File: src/rtl/dav_rfd_receiver_pkg.sv
// Shared types and defaults for the dav_/rfd receiver slice.
package dav_rfd_receiver_pkg;

   localparam int DEF_WIDTH = 32;
   localparam int DEF_DEPTH = 4;

   typedef enum logic [1:0] {
      S_SYNC = 2'd0,
      S_IDLE = 2'd1,
      S_ACK  = 2'd2
   } rx_state_t;

endpackage

File: src/rtl/dav_rfd_receiver_fifo.sv
// First-word-fall-through FIFO; occupancy is kept in its own register.
module sync_fifo_fwft
   import dav_rfd_receiver_pkg::*;
#(
   parameter int WIDTH = DEF_WIDTH,
   parameter int DEPTH = DEF_DEPTH
)
(
   input  logic                       clock,
   input  logic                       reset,
   input  logic                       push,
   input  logic [WIDTH-1:0]           wr_data,
   input  logic                       pop,
   output logic [WIDTH-1:0]           rd_data,
   output logic                       full,
   output logic                       empty,
   output logic [$clog2(DEPTH+1)-1:0] count
);

   localparam int AW = $clog2(DEPTH);
   localparam int CW = $clog2(DEPTH+1);

   logic [WIDTH-1:0] mem [DEPTH];
   logic [AW-1:0]    wr_ptr;
   logic [AW-1:0]    rd_ptr;
   logic             do_push;
   logic             do_pop;

   assign full    = (count == CW'(DEPTH));
   assign empty   = (count == '0);
   assign do_push = push && !full;
   assign do_pop  = pop && !empty;
   assign rd_data = mem[rd_ptr];

   always_ff @(posedge clock) begin
      if (reset) begin
         wr_ptr <= '0;
         rd_ptr <= '0;
         count  <= '0;
      end else begin
         if (do_push) wr_ptr <= wr_ptr + AW'(1);
         if (do_pop)  rd_ptr <= rd_ptr + AW'(1);
         case ({do_push, do_pop})
            2'b10:   count <= count + CW'(1);
            2'b01:   count <= count - CW'(1);
            default: count <= count;
         endcase
      end
   end

   // Storage is not reset; an empty FIFO never exposes stale words as valid.
   always_ff @(posedge clock) begin
      if (do_push) mem[wr_ptr] <= wr_data;
   end

endmodule

File: src/rtl/dav_rfd_receiver.sv
// Consumer end of the dav_/rfd handshake feeding a FWFT FIFO.
// Optional DAV_CHECK_EN adds a sticky check that q_in stays stable while dav_ is low.
module dav_rfd_receiver
   import dav_rfd_receiver_pkg::*;
#(
   parameter int WIDTH = DEF_WIDTH,
   parameter int DEPTH = DEF_DEPTH
)
(
   input  logic                       clock,
   input  logic                       reset,
   input  logic [WIDTH-1:0]           q_in,
   input  logic                       dav_,
   output logic                       rfd,
   output logic [WIDTH-1:0]           out_data,
   output logic                       out_valid,
   input  logic                       out_ready,
   output logic [$clog2(DEPTH+1)-1:0] count,
   output logic                       proto_err,
   output rx_state_t                  dbg_state
);

   localparam int CW = $clog2(DEPTH+1);

   rx_state_t     state;
   rx_state_t     state_next;
   logic          rfd_next;
   logic          push;
   logic          pop;
   logic          full;
   logic          empty;
   logic [CW-1:0] count_after_pop;
   logic          space;

   // Downstream: a word moves on every rising edge where out_valid && out_ready;
   // out_valid never depends on out_ready, and out_data is stable while out_valid waits.
   assign out_valid       = !empty;
   assign pop             = out_valid && out_ready;
   assign count_after_pop = count - CW'(pop);
   assign space           = (count_after_pop < CW'(DEPTH));
   assign dbg_state       = state;

   sync_fifo_fwft #(.WIDTH(WIDTH), .DEPTH(DEPTH)) u_fifo (
      .clock   (clock),
      .reset   (reset),
      .push    (push),
      .wr_data (q_in),
      .pop     (pop),
      .rd_data (out_data),
      .full    (full),
      .empty   (empty),
      .count   (count)
   );

   always_ff @(posedge clock) begin
      if (reset) begin
         state <= S_SYNC;
         rfd   <= 1'b0;
      end else begin
         state <= state_next;
         rfd   <= rfd_next;
      end
   end

   // Any push also clears rfd, so space only needs to account for a pop.
   always_comb begin
      state_next = state;
      rfd_next   = rfd;
      push       = 1'b0;
      case (state)
         S_SYNC: begin
            rfd_next = 1'b0;
            if (dav_) begin
               state_next = S_IDLE;
               rfd_next   = space;
            end
         end
         S_IDLE: begin
            rfd_next = space;
            if (!dav_ && rfd) begin
               push       = 1'b1;
               rfd_next   = 1'b0;
               state_next = S_ACK;
            end
         end
         S_ACK: begin
            rfd_next = 1'b0;
            if (dav_) begin
               state_next = S_IDLE;
               rfd_next   = space;
            end
         end
         default: begin
            state_next = S_SYNC;
            rfd_next   = 1'b0;
         end
      endcase
   end

`ifdef DAV_CHECK_EN
   logic [WIDTH-1:0] shadow;

   always_ff @(posedge clock) begin
      if (reset) begin
         shadow    <= '0;
         proto_err <= 1'b0;
      end else begin
         if (push) shadow <= q_in;
         if (state == S_ACK && !dav_ && q_in != shadow) proto_err <= 1'b1;
      end
   end
`else
   assign proto_err = 1'b0;
`endif

   logic unused_full;
   assign unused_full = full;

endmodule

File: config.mk
export PLATFORM = sky130hd
export DESIGN_NAME = dav_rfd_receiver
export DESIGN_NICKNAME = d
export VERILOG_FILES = /design/src/rtl/dav_rfd_receiver_pkg.sv /design/src/rtl/dav_rfd_receiver_fifo.sv /design/src/rtl/dav_rfd_receiver.sv
export SDC_FILE = /design/constraint.sdc
export NUM_CORES = 1
export LEC_CHECK = 0
export ABC_CLOCK_PERIOD_IN_PS = 2100
export BUFFER_PORTS_ARGS = -buffer_cell sky130_fd_sc_hd__buf_2
export CORE_MARGIN = 2
export CORE_UTILIZATION = 51
export CTS_CLUSTER_DIAMETER = 80
export DETAILED_ROUTE_END_ITERATION = 8
export PLACE_DENSITY_LB_ADDON = 0.25
export RECOVER_POWER = 50
export SYNTH_ARGS = -nofsm -noshare
export SYNTH_HDL_FRONTEND = slang
export SYNTH_SLANG_ARGS = --single-unit
File: constraint.sdc
create_clock -name clock -period 2.1 [get_ports clock]
set_input_delay 0.42 -clock clock [delete_from_list [all_inputs] [get_ports clock]]
set_output_delay 0.42 -clock clock [all_outputs]
set_load 0.02 [all_outputs]
==> impl_metrics.csv <==
group,metric,value,unit
synthesis,synth_warnings,0,
worst_hold_path,min_from,"dav_",
worst_hold_path,hold_depth,2,
critical_path,required,1.68,ns
detailed_routing,totalWireLength,8.67,mm
timing,fin_worst_skew,0.0108,ns
place,portBuffers,74,
floorplan,start_util,52.9,%
clock_tree,clk_path_buf_depth,2,
synthesis,yosysUniqueCellTypes,31,
grt,grt_pass1_wl,14.0,mm
grt,grt_usage,17.3,%
floorplan,rows,36,
cells_and_area,drive_above_1_share,38.3,%
clock_tree,clk-insertion-delay-late,0.50,ns
detailed_routing,drtPass1Iterations,4,
cells_and_area,fillers,659,
timing,fmax,0.450,GHz
job,drv_cap,0,
cells_and_area,antennaDiodeCount,0,
critical_path,r2r_end,"u_fifo.count[2]$_SDFFE_PP0P_",
timing,rsz0062_at_grt,"yes",
timing,final_max_slew_viol_count,0,
timing,period_share,106,%
critical_path,timing_worst_setup_path_type,"flop to primary output",
detailed_routing,drt_iter0_drc,120,
outcome,failed_checks,"negative setup slack",
clock_tree,cts.clk_slew.worst_paths,0.06,ns
floorplan,die_area,0.0111,mm²
clock_tree,ctsHtreeMaxLevel,4,
grt,grt_pass1_vias,2634,
critical_path,r2r_cells,9,
floorplan,die_w,105,µm
synthesis,syn_area,0.00522,mm²
floorplan,io_pins,76,
timing,max_slew_margin,65.3,%
synthesis,syn_nets,274,
grt,grt_max_degree,26,
critical_path,r2r_start,"u_fifo.count[0]$_SDFFE_PP0P_",
timing,tightest_slew,0.514,ns
timing,setup_tns,-2.81,ns
clock_tree,cts_root_buf,"clkbuf_8",
timing,setup_slack,-0.122,ns
place,pre_cts_ws,0.0601,ns
clock_tree,cts_sinks,140,
place,dp_hpwl,5.21,mm
timing,hold_viol,0,
timing,holdWs,0.143,ns
pwr,max-vdd-ir-drop,0.000446,V
critical_path,end_kind,"primary output",
grt,antenna_found_initial,0,
grt,overflow,0,
detailed_routing,vias_per_cell,5.25,
worst_hold_path,hold_path.class,"primary input to flop",
timing,min_period,2.22,ns
critical_path,cp-start-kind,"flop",
floorplan,die_h,105,µm
detailed_routing,drc,0,
synthesis,synth-seq-area-share,78.2,%
detailed_routing,antenna_left,0,
pwr,power_density,999,mW/mm²
clock_tree,numCtsBuffers,17,
cells_and_area,layout_commonest_cell,"edfxtp_1",
cells_and_area,fin_nets,374,
detailed_routing,vias,2511,
critical_path,critPathMaxFanout,5,
synthesis,synth_area_per_cell,22.5,µm²
critical_path,cp.arrival,1.80,ns
outcome,status,"complete, but fails checks",
pwr,power,6.58,mW
critical_path,r2r_slack,0.01,ns
cells_and_area,area_growth_syn_to_layout,26.2,%
synthesis,syn_inst,232,
pwr,total_leakage_power,2.18,nW
timing,setup_violations,32,
detailed_routing,wl_per_cell,18.1,µm
synthesis,yosys_register_bits,140,
clock_tree,tritoncts,"yes",
place,place_congestion,0.684,
floorplan,coreArea,0.00986,mm²
worst_hold_path,whs_endpoint,"dbg_state[1]$_SDFFE_PP0P_",
cells_and_area,mostFrequentLayoutCells,"128 x edfxtp_1, 34 x clkbuf_1, 32 x mux4_2, 30 x buf_2, 16 x clkbuf_16",
synth_stat cells:
master,instances,area [µm²]
a2111oi_4,1,27.5
a211oi_1,1,7.51
a21o_1,1,7.51
a21oi_1,3,15.0
and2_2,4,30.0
buf_1,1,3.75
buf_2,4,20.0
buf_4,1,7.51
clkbuf_1,3,11.3
conb_1,1,3.75
dfxtp_1,12,240
edfxtp_1,128,3840
fa_1,1,20.0
ha_1,5,62.6
inv_1,7,26.3
mux2_2,1,11.3
mux2_4,1,15.0
mux2i_1,1,10.0
mux4_2,32,721
nand2_1,2,7.51
nand2b_1,2,12.5
nor2_1,9,33.8
nor2_2,1,6.26
nor3_1,1,5.00
o21ai_0,1,5.00
o311ai_0,1,8.76
o31a_2,1,10.0
or3_1,1,6.26
or3_2,1,7.51
xnor2_1,1,8.76
xor2_1,3,26.3
metrics by stage:
step | utilization (%) | area (µm²) | cells
3_5_place_dp | 59.6 | 5880 | 443
4_1_cts | 67.0 | 6610 | 478
3_3_place_gp | 59.6 | 5880 | 443
2_1_floorplan | - | 5220 | 232
5_1_grt | 66.8 | 6590 | 478
6_report | 66.8 | 6590 | 478
worst max-delay path, cell delays in order, from the launching register on:
cell and delay, ns:
dfxtp_4 0.39, buf_12 0.13, buf_16 0.12, mux4_2 0.50
buf_6 0.15
worst max path at each step:
stage	start	endpoint	slack [ns]	cells past startpoint
2_1_floorplan	dbg_state[0]$_SDFFE_PP0P_	u_fifo.count[2]$_SDFFE_PP0P_	0.005	9
3_3_place_gp	dav_	u_fifo.count[2]$_SDFFE_PP0P_	0.14	9
3_5_place_dp	dav_	u_fifo.count[2]$_SDFFE_PP0P_	0.06	9
4_1_cts	flop	out_data[15]	-0.17	4
5_1_grt	flop	out_data[22]	-0.19	4
6_report	flop	out_data[22]	-0.12	4
final cells by class:
class | instances | area (µm²) | share of cell area (%)
clock inverters | 14 | 169 | 2.56
clock buffers | 18 | 418 | 6.34
well taps | 133 | 166 | 2.53
multi-input cells | 76 | 1070 | 16.2
inverters | 7 | 26.3 | 0.399
repair buffers | 90 | 644 | 9.78
flip-flops and latches | 140 | 4100 | 62.2
metal layers:
| layer | share of wire, % | track usage (%) |
|---|---|---|
| met1 | 44 | 22.7 |
| met2 | 50 | 27.2 |
| met3 | 4.7 | 6.05 |
| met4 | 0.85 | 6.00 |
| met5 | 0 | 0 |
sequential cells by signal, summed over array words and instances, names as in the netlist, named ones only:
| register | count |
|---|---|
| dbg_state | 2 |
| u_fifo.rd_ptr | 2 |
| u_fifo.mem | 128 |
| u_fifo.count | 3 |
| u_fifo.wr_ptr | 2 |
| rfd | 1 |
logic make-up after synthesis:
logic type	share of synthesized area [%]
AO/OA/AOI/OAI	1.56
AND/OR/NAND/NOR	2.08
buffers and inverters	1.32
flip-flops	78.2
adder cells (fa/ha/maj)	1.58
other	0.0718
XOR/XNOR	0.671
multiplexers	14.5
what timing repair did:
action | CTS | global route
resized for setup | 23 | 11
endpoints found under the setup margin | 32 | 33
cloned | 2 | 0
setup buffers | 1 | 0
hold buffers | 0 | 0
pin swaps | 0 | 1
where the power goes:
group	switching, mW	internal [mW]	leakage, nW
clock	1.09	1.81	0.277
combinational	0.293	0.293	0.647
sequential	0.0249	3.07	1.25
(Power assumes the default switching activity.)
